<file path="src/rtl/rotary_decoder.sv">
// Rotary encoder front end: 2-FF sync, per-pin debounce, quadrature FSM.
// Define ROTARY_DEC_POS_EN to add the signed 8-bit detent position output.
module rotary_decoder #(
  parameter int DEB_CYCLES = 1000,
  parameter int CNT_W      = 16
) (
  input  logic clk,
  input  logic clr,
  input  logic rot_a,
  input  logic rot_b,
  input  logic push_in,
  output logic rotl,
  output logic rotr,
  output logic push
`ifdef ROTARY_DEC_POS_EN
  ,
  output logic signed [7:0] pos
`endif
);

  typedef enum logic [2:0] {
    IDLE,
    CW1,
    CW2,
    CW3,
    CCW1,
    CCW2,
    CCW3,
    ERR
  } state_e;

  // Channel bits: [0]=A, [1]=B, [2]=push; A/B idle high
  localparam logic [2:0] RST_V = 3'b011;
  localparam logic [CNT_W-1:0] LAST = CNT_W'(DEB_CYCLES - 1);

  logic [2:0] sync1_q;
  logic [2:0] sync2_q;
  logic [2:0] stb_q;
  logic [2:0] stb_d;
  logic [CNT_W-1:0] cnt_q [3];
  logic [CNT_W-1:0] cnt_d [3];

  always_ff @(posedge clk or negedge clr) begin
    if (!clr) begin
      sync1_q <= RST_V;
      sync2_q <= RST_V;
      stb_q   <= RST_V;
      for (int i = 0; i < 3; i++) begin
        cnt_q[i] <= '0;
      end
    end else begin
      sync1_q <= {push_in, rot_b, rot_a};
      sync2_q <= sync1_q;
      stb_q   <= stb_d;
      for (int i = 0; i < 3; i++) begin
        cnt_q[i] <= cnt_d[i];
      end
    end
  end

  always_comb begin
    stb_d = stb_q;
    for (int i = 0; i < 3; i++) begin
      cnt_d[i] = '0;
      if (sync2_q[i] != stb_q[i]) begin
        if (cnt_q[i] == LAST) begin
          stb_d[i] = sync2_q[i];
        end else begin
          cnt_d[i] = cnt_q[i] + CNT_W'(1);
        end
      end
    end
  end

  logic [1:0] ab;
  state_e     state_q;
  state_e     state_d;
  logic       rotl_d;
  logic       rotr_d;
  logic       rotl_q;
  logic       rotr_q;
  logic       push_q;
  logic       pprev_q;

  assign ab = {stb_q[0], stb_q[1]};

  always_comb begin
    state_d = state_q;
    rotl_d  = 1'b0;
    rotr_d  = 1'b0;
    unique case (state_q)
      IDLE: begin
        case (ab)
          2'b01:   state_d = CW1;
          2'b10:   state_d = CCW1;
          2'b00:   state_d = ERR;
          default: state_d = IDLE;
        endcase
      end
      CW1: begin
        case (ab)
          2'b00:   state_d = CW2;
          2'b11:   state_d = IDLE;
          2'b10:   state_d = ERR;
          default: state_d = CW1;
        endcase
      end
      CW2: begin
        case (ab)
          2'b10:   state_d = CW3;
          2'b01:   state_d = CW1;
          2'b11:   state_d = ERR;
          default: state_d = CW2;
        endcase
      end
      CW3: begin
        case (ab)
          2'b11: begin
            state_d = IDLE;
            rotr_d  = 1'b1;
          end
          2'b00:   state_d = CW2;
          2'b01:   state_d = ERR;
          default: state_d = CW3;
        endcase
      end
      CCW1: begin
        case (ab)
          2'b00:   state_d = CCW2;
          2'b11:   state_d = IDLE;
          2'b01:   state_d = ERR;
          default: state_d = CCW1;
        endcase
      end
      CCW2: begin
        case (ab)
          2'b01:   state_d = CCW3;
          2'b10:   state_d = CCW1;
          2'b11:   state_d = ERR;
          default: state_d = CCW2;
        endcase
      end
      CCW3: begin
        case (ab)
          2'b11: begin
            state_d = IDLE;
            rotl_d  = 1'b1;
          end
          2'b00:   state_d = CCW2;
          2'b10:   state_d = ERR;
          default: state_d = CCW3;
        endcase
      end
      ERR: begin
        if (ab == 2'b11) state_d = IDLE;
      end
    endcase
  end

  always_ff @(posedge clk or negedge clr) begin
    if (!clr) begin
      state_q <= IDLE;
      rotl_q  <= 1'b0;
      rotr_q  <= 1'b0;
      push_q  <= 1'b0;
      pprev_q <= 1'b0;
    end else begin
      state_q <= state_d;
      rotl_q  <= rotl_d;
      rotr_q  <= rotr_d;
      push_q  <= stb_q[2] & ~pprev_q;
      pprev_q <= stb_q[2];
    end
  end

  assign rotl = rotl_q;
  assign rotr = rotr_q;
  assign push = push_q;

`ifdef ROTARY_DEC_POS_EN
  logic signed [7:0] pos_q;
  logic signed [7:0] pos_d;

  // Two's complement wrap is intentional
  always_comb begin
    pos_d = pos_q;
    if (rotr_d) pos_d = pos_q + 8'sd1;
    else if (rotl_d) pos_d = pos_q - 8'sd1;
  end

  always_ff @(posedge clk or negedge clr) begin
    if (!clr) pos_q <= '0;
    else      pos_q <= pos_d;
  end

  assign pos = pos_q;
`endif

endmodule

</file>
<file path="config.mk">
export PLATFORM = sky130hd
export DESIGN_NAME = rotary_decoder
export DESIGN_NICKNAME = d
export VERILOG_FILES = /design/src/rtl/rotary_decoder.sv
export SDC_FILE = /design/constraint.sdc
export NUM_CORES = 1
export LEC_CHECK = 0
export CAP_MARGIN = 20
export CORE_ASPECT_RATIO = 0.75
export CORE_UTILIZATION = 55
export DETAILED_ROUTE_END_ITERATION = 7
export GPL_TIMING_DRIVEN = 1
export PLACE_DENSITY = 0.75
export SYNTH_ARGS = -nofsm -noshare
export SYNTH_HDL_FRONTEND = slang
export SYNTH_SLANG_ARGS = --single-unit
</file>
<file path="constraint.sdc">
create_clock -name clk -period 1.67 [get_ports clk]
set_input_delay 0.2505 -clock clk [delete_from_list [all_inputs] [get_ports clk]]
set_output_delay 0.2505 -clock clk [all_outputs]
set_load 0.005 [all_outputs]
</file>
# == Yosys cells after proc, flatten, opt, wreduce, memory -nomap -nowiden ==
# Cells that the tools add are included.
# classes
n_mux,18
n_eq_ne,17
reduce_logical,5
n_bitwise,2
addsub,3
# ops
cell,n
two-way mux 16 bit,6
case mux 3 bit (3 select lines),6
adder 16 x 1 -> 16 bit (second input constant),3
equality test 16 x 10 -> 1 bit (second input constant),3
case mux 3 bit (8 select lines),1
equality test 3 bit (second input constant),4
equality test 3 x 2 -> 1 bit (second input constant),2
case mux 2 bit (3 select lines),1
AND reduction 2 bit,3
equality test 2 bit (second input constant),2
equality test 3 x 1 -> 1 bit (second input constant),1
logical NOT 3 bit,1
two-way mux 1 bit,3
two-way mux 3 bit,1
!= test 1 bit,3
equality test 2 x 1 -> 1 bit (second input constant),1
logical NOT 2 bit,1
!= test 2 bit (second input constant),1
bitwise AND 1 bit,1
inverter 1 bit,1
# word_totals
input_bits,5
word_cells,58
reg_bits,64
output_inout_bits,3

# == Longest topological paths before layout ==
# Gate-level depths: netlist of run 1.
# logic_depth
depth_word,3
depth_mapped,7
mapped_depth_nobuf,6

# == Worst setup path before layout of run 1 ==
# Ideal clock, no wire load.
# synth_timing
path_type,register -> register
start,register stb_q[0]
end,register state_q[2]
required_time_ns,1.531
t_arrival_ns,1.713
setup_slack_ns,-0.182
path_stages_with_launch,7
setup_ns,0.139
path_buffers,0
synth_period_minus_slack_ns,1.852
path_cell_list,dfstp_2 -> inv_1 -> ha_1 -> or2_2 -> mux4_2 -> nor2_1 -> a31oi_1
# synth_via
elab_chain_cells,3
word_cells_on_any_way,12
cone_classes,eq/ne (4); mux (7); reduce/logical (1)
# synth_rtl
element,line_no,rtl
from (decl),38,logic [2:0] stb_q;
from (signal assigned),54,stb_q <= stb_d;
equality test 2 bit (tied with other cells),n/a,
case mux 3 bit (3 select lines) (tied with other cells),144,case (ab)
case mux 3 bit (8 select lines),91,unique case (state_q)
to (signal assigned),168,state_q <= state_d;
to (decl),76,state_e state_q;
# Several ways; a longest one is shown, not always the timed one.
# A chain may end at the register's enable or synchronous reset.

==> results list, run 1 <==
- For this run, the share of the core covered by cells in the final layout is 0.725.
* Headroom to the max-slew limit: 0.758
* Fillers: 375
- The signal on the critical path passes through or4_4 > nor4_4 > or2_1 > buf_6 > nor2_1.
- Cells after DPL: 425
- Number of flops mapped to enable cells by yosys: 0
- The worst setup path is of the flop to flop kind.
- Dividing the detail-routed wire length by the instance count gives 13.5 um.
- In the synthesized netlist, the number of instances is 310.
- Warning count from the yosys run: 0
- The share of synthesized area in the top cell type comes to 0.460.
- Tightest Hold Check Type: input port to asynchronous set/reset pin
- Detailed Route Iter0 Violations: 139
* Critical path endpoint category: flop
- Via density: 5.28
* Final hold vios: 0
* Number of endpoints failing setup at the final stage: 17
- Root Buffer: clkbuf_8
- The clock arrives with 0.00666 ns of skew.
- Final WL: 6040 um
- The tightest hold path in the finished design has a slack of 0.305 ns.
- Of all nets on the critical path, the largest fanout is 8.
* Diode count: 0
- For this run, asynchronously set or reset flops after synthesis account for 1.00.
- Register bit total from synthesis: 64
* Post-layout worst setup margin: -0.0651 ns
- Measured along the x axis, the die boundary spans 89.5 um.
- Cell types occupying the most area after synthesis: dfrtp_1 (46%), xnor2_1 (9.4%), nor2_1 (6.9%), dfstp_2 (5.0%), ha_1 (4.4%)
- Of all cell types, the one taking the most synthesized area is dfrtp_1.
- After layout, the minimum clock period comes to 1.74 ns.
* Critical path data required time: 1.90 ns
- Power per cell area: 741 nW/um2
- For this run, the post-layout net count is 385.
* Non-filler cells in the finished layout: 449
* Slew of the pin with the lowest slew margin: 0.363 ns
* Core Box Area: 5440 um2
- The floorplan has 23 rows.
* Starting density of the core: 0.580
- The initial antenna violation count came to 0.
- Post-synthesis sequential area ratio: 0.510
- For this run, the leading register cell type out of synthesis is dfrtp_1.
* Combined area of the multi-input logic cells: 1560 um2
- Syn-to-layout area delta: 25.0%
- Setup repair after global routing could not meet its margin everywhere.
- Synthesized area: 3160 um2
- The worst setup path is launched from a flop.
- In the finished design, the share of the clock period the worst path needs comes to 1.04.
* Mean post-synth cell area: 10.2 um2
- The clock net in this run drives a total of 64 sinks.
- Number of buffers between clock root and the deepest sink: 2
- Flop2flop setup slack: -0.07 ns
* Violated checks: setup timing
- Once detail routing completed, the nets flagged for antenna violations numbered 0.
- At the end of routability-driven placement, the weighted congestion stood at 0.816.
* Top-Level Pins: 8
* Commonest cells in the netlist: dfrtp_1 (58), nor2_1 (58), xnor2_1 (34)
- Run status: finished with violations
- Worst voltage drop across the vdd grid: 0.000846 V
- First-pass detailed-route iteration total: 4
* Clock tree from TritonCTS: done
- Once detailed placement completed, the half-perimeter wirelength came to 4150 um.
- Cell count of the worst reg-to-reg path: 5
- Tot GR Track Use: 0.231
- Clock latency on the worst-skew pair: 0.34 ns
- In this run the critical register-to-register path is captured at cnt_q[25].
- Reg-to-reg critical path startpoint: cnt_q[20]
- Top achievable clock speed: 576 MHz
- First-pass GRT wire length: 10500 um
- Data on the critical path arrives at its endpoint at 1.97 ns.
- Clock-pin slew was measured on the worst setup and hold paths at 0.08 ns.
* Leakage: 1.60 nW
- Share of post-route cells with drive strength above 1: 0.286
- Syn_nets: 326
- Critical Path Max Stage Delay: 0.55 ns
- Max-slew violations: 0
* Pin count of the biggest net entering global routing: 55
* Footprint of the flip-flops and latches: 1610 um2
- In this run the number of H-tree levels came out at 3.
- The number of global-route vias before repair is 2341.
* Floorplan die area: 6050 um2
- DR DRC count: 0
- Vias after detailed routing: 2371
* Overflow left after global routing: 0
- Die Y: 67.6 um
- Max-capacitance violation count: 0
- Num CTS Buffers: 9
- Before CTS, the worst setup slack after placement is -0.0787 ns.
- Count of unique library cells instantiated by Yosys: 36
* Highest-delay cell along the critical path: or4_4
- The count of buffers added on input and output ports is 7.
==> area by class of cell <==
type	count	share of cell area
Clock buffer	9	0.0314
Tap cell	75	0.0238
Timing Repair Buffer	55	0.114
Inverter	14	0.0140
Clock inverter	7	0.0143
Sequential cell	64	0.408
Multi-Input combinational cell	225	0.395
==> kinds of logic after synthesis <==
family | share of synthesized area
buffers and inverters | 0.0305
XOR/XNOR | 0.117
AO/OA/AOI/OAI | 0.0373
adder cells (fa/ha/maj) | 0.0436
AND/OR/NAND/NOR | 0.228
flip-flops | 0.510
multiplexers | 0.0345
==> placed cells by master (no fill, tap or decap), drive strengths merged, types with 5 or more instances in the layout <==
cell	n
nand3	14
dfrtp	58
mux2	5
buf	48
xnor2	34
dfstp	6
clkbuf	9
nand4	15
clkdlybuf4s50	6
ha	11
nor2	58
nand2	17
nor4	11
nor3	17
inv	16
xor2	8
==> metal layers <==
metal	GRT usage	vias to the layer above	share of wire	routed length (um)
met4	0.0873	0	0.017	100
met2	0.370	47	0.46	2780
met3	0.0648	11	0.035	214
li1	-	1181	-	-
met1	0.302	1132	0.49	2950
met5	0	-	0	0
==> stage by stage <==
step                total power, mW  cell area, um2  setup TNS [ns]
floorplan                      1.68            3180          -0.882
CTS                            2.97            3860          -0.788
detailed placement             1.75            3610          -0.702
finish                         2.92            3950          -0.908
global placement               1.75            3610          -0.305
global route                   3.04            3950           -2.22
==> flip-flops by register name, indices dropped and copies added (netlist names) <==
name / cells
state_q: 3
rotr: 1
rotl: 1
sync2_q: 3
sync1_q: 3
cnt_q: 48
stb_q: 3
pprev_q: 1
push: 1
==> how the worst max path moves through the flow <==
stage	from	end	slack [ns]	cells past startpoint
after floorplan	stb_q[0]	state_q[2]	-0.1	6
after global placement	stb_q[1]	state_q[2]	-0.04	6
after detailed placement	stb_q[1]	state_q[2]	-0.08	6
after CTS	stb_q[1]	state_q[2]	-0.06	6
after global routing	cnt_q[27]	cnt_q[16]	-0.14	5
final	cnt_q[20]	cnt_q[25]	-0.07	5
==> power breakdown <==
part	switching, mW	internal (mW)	total [mW]
clock	0.639	0.552	1.19
combinational	0.0800	0.0531	0.133
sequential	0.0192	1.58	1.60
==> worst max-delay path, delay by kind of cell, from the launching register on <==
family                 cells  cell delay, ns
AND/OR/NAND/NOR            4            1.07
flip-flops                 1            0.38
buffers and inverters      1            0.17
==> what timing repair did <==
item | 4_1_cts | 5_1_grt
gates resized for setup | 13 | 14
pin swaps | 8 | 4
hold endpoints to repair | 10 | 0
buffers inserted | 2 | 6
endpoints found under the setup margin | 18 | 38
hold buffers | 1 | 0
Power figures use the tool's default switching activity.
==> run 2: changes to the inputs <==
CORE_UTILIZATION = 40   (was 55)
PLACE_DENSITY = unset   (was 0.75)
==> run 2 against run 1 <==
Net effect:
- the flow still finishes with violations (setup timing)
- sequential cell count is the same
- worst hold slack gained 0.027 ns
- sequential power is essentially flat
- critical path type unchanged
- largest cell class is now multi-input combinational cells
- largest power group unchanged
- highest routed layer unchanged
==> results list, run 2 (synthesis results as in run 1) <==
* Critical path launch point type: flop
* Pin count of the biggest net entering global routing: 31
- Cell family with most CP delay: simple AND/OR/NAND/NOR gates
- Starting density of the core: 0.421
* Leakage: 1.63 nW
- In the layout the commonest cells are dfrtp_1 (56), nor2_1 (46), buf_4 (42), xnor2_1 (34).
* Number of input and output port buffers inserted: 7
- Post-DP HPWL: 4200 um
- Max-capacitance violation count: 0
* Final WL: 6270 um
* Power per cell area: 775 nW/um2
- The first TritonRoute pass finished after 4 iterations.
- Vias after detailed routing: 2351
* Layout net count: 384
- Tot GR Track Use: 0.158
- Final hold vios: 0
- In this run the remaining antenna-violating nets after routing total 0.
- Clock tree from TritonCTS: done
- DR DRC count: 0
* Largest register FFs: 48
- Buffers and inverters on the worst path: 1
- Top achievable clock speed: 577 MHz
- Pre-CTS setup slack: -0.0480 ns
- Post-layout worst setup margin: -0.0627 ns
- Critical path data required time: 1.88 ns
- Max Fanout on Critical Path: 8
- RSZ-0062 raised after global routing: yes
- TritonCTS sink count: 64
* Clock latency on the worst-skew pair: 0.33 ns
- Routed len/inst: 13.2 um
- In the final layout, the share of cells above drive strength 1 is 0.316.
* Antenna violations before repair: 0
- Floorplan row count: 27
- Cells traversed along the worst timing path: or4_4 > nor4_4 > or2_4 > buf_6 > nor2_1
- The number of antenna diodes in the final layout is 0.
* Commonest non-fill, non-tap cell in the layout: dfrtp_1
- Horizontal die dimension: 105 um
- Fraction of the cycle the final worst path needs: 1.04
- The tightest min-delay check is of the input port to flop type.
* Number of global-route vias before repair: 2304
- Setup Skew: 0.00761 ns
- Flop2flop setup slack: -0.06 ns
* Startpoint-to-endpoint class of the critical path: flop to flop
- For this run, the slowest stage of the critical path takes 0.56 ns.
- For the pin with the worst max-slew slack, the measured transition is 0.334 ns.
- The register with the most flip-flops in the final layout is cnt_q.
- The worst pin sits at a relative slew slack of 0.775.
* Minimum clock period after layout: 1.73 ns
* Overflow left after global routing: 0
- Measured along the y axis, the die boundary spans 78.9 um.
- The flow ran to the end, but the final reports show violations.
- No sink is reached through more buffers than the 2 on the longest clock path.
* Non-filler cells in the finished layout: 474
* Max-slew violations: 0
* Root Buffer: clkbuf_8
- The H-tree was split into 3 levels.
- Floorplan die area: 8260 um2
- Syn-to-layout area delta: 29.5%
- Final Util: 0.545
- Critical path endpoint category: flop
* Violated checks: setup timing
* Final weighted congestion of routability-driven global placement: 0.746
- For this design the top-level I/O count stands at 8.
- Buffers inserted during clock tree synthesis total 9.
* Detailed Route Iter0 Violations: 120
* Crit path arrival time: 1.94 ns
- Core Box Area: 7500 um2
- Worst voltage drop across the vdd grid: 0.000554 V
- Highest-delay cell along the critical path: or4_4
- Setup violations remaining at the end of the flow were counted as 17.
- Clock-pin slew was measured on the worst setup and hold paths at 0.07 ns.
- Cells after DPL: 454
- In the routed layout, each cell is associated on average with a via count of 4.96.
- The first global-routing pass estimated 10300 um of wire.
## run 2: cell types whose count changed in the layout (fill, tap and decap cells not counted), sizes merged
cell,change
buf,-1
bufinv,+1
clkbuf,+5
clkinv,-3
clkinvlp,-1
inv,-2
## run 2: metrics by stage
stage | hold slack, ns | power (mW) | setup TNS (ns) | cell area, um2
finish | 0.332 | 3.17 | -0.863 | 4090
global route | 0.316 | 3.31 | -1.84 | 4090
CTS | 0.317 | 3.19 | -0.772 | 3920
detailed placement | 0.171 | 1.75 | -0.701 | 3670
global placement | 0.165 | 1.75 | -0.236 | 3670
floorplan | -0.0451 | 1.68 | -0.882 | 3180
## run 2: area by class of cell
class | instances | area (um2)
well taps | 101 | 126
multi-input cells | 225 | 1620
clock buffers | 14 | 183
inverters | 14 | 55.1
clock inverters | 2 | 35.0
flip-flops and latches | 64 | 1610
repair buffers | 54 | 453
fillers | 664 | 3410
## run 2: final timing paths
| kind | start | cells after the start | endpoint |
|---|---|---|---|
| worst min-delay path | rot_a | 1 | sync1_q[0] |
| worst max-delay path | cnt_q[31] | 5 | cnt_q[24] |
| worst min register to register | sync1_q[2] | 0 | sync2_q[2] |
| max in group asynchronous | clr | 3 | sync1_q[0] |
| min in group asynchronous | clr | 2 | rotr |
| worst max register to register | cnt_q[31] | 5 | cnt_q[24] |
## run 2: power breakdown
group,switching (mW),internal [mW],leakage [nW]
clock,0.568,0.852,0.113
sequential,0.0202,1.58,0.842
combinational,0.0865,0.0609,0.674
## run 2: routing by layer
| layer | track usage | up-vias | part of all wire |
|---|---|---|---|
| li1 | - | 1182 | - |
| met1 | 0.212 | 1137 | 0.52 |
| met2 | 0.245 | 28 | 0.45 |
| met3 | 0.0427 | 4 | 0.028 |
| met4 | 0.0563 | 0 | 0.0064 |
| met5 | 0 | - | 0 |
## run 2: what timing repair did
item | CTS | global route
cloned | 0 | 1
setup endpoints to repair | 18 | 42
pin swaps | 3 | 10
buffers inserted | 0 | 3
resized for setup | 5 | 43
endpoints found under the hold margin | 8 | 0
hold buffers | 1 | 0
## run 2: worst register-to-register path: stages (launching register included)
cell	delay [ns]
dfrtp_1	0.39
or4_4	0.56
nor4_4	0.29
or2_4	0.18
buf_6	0.14
nor2_1	0.05
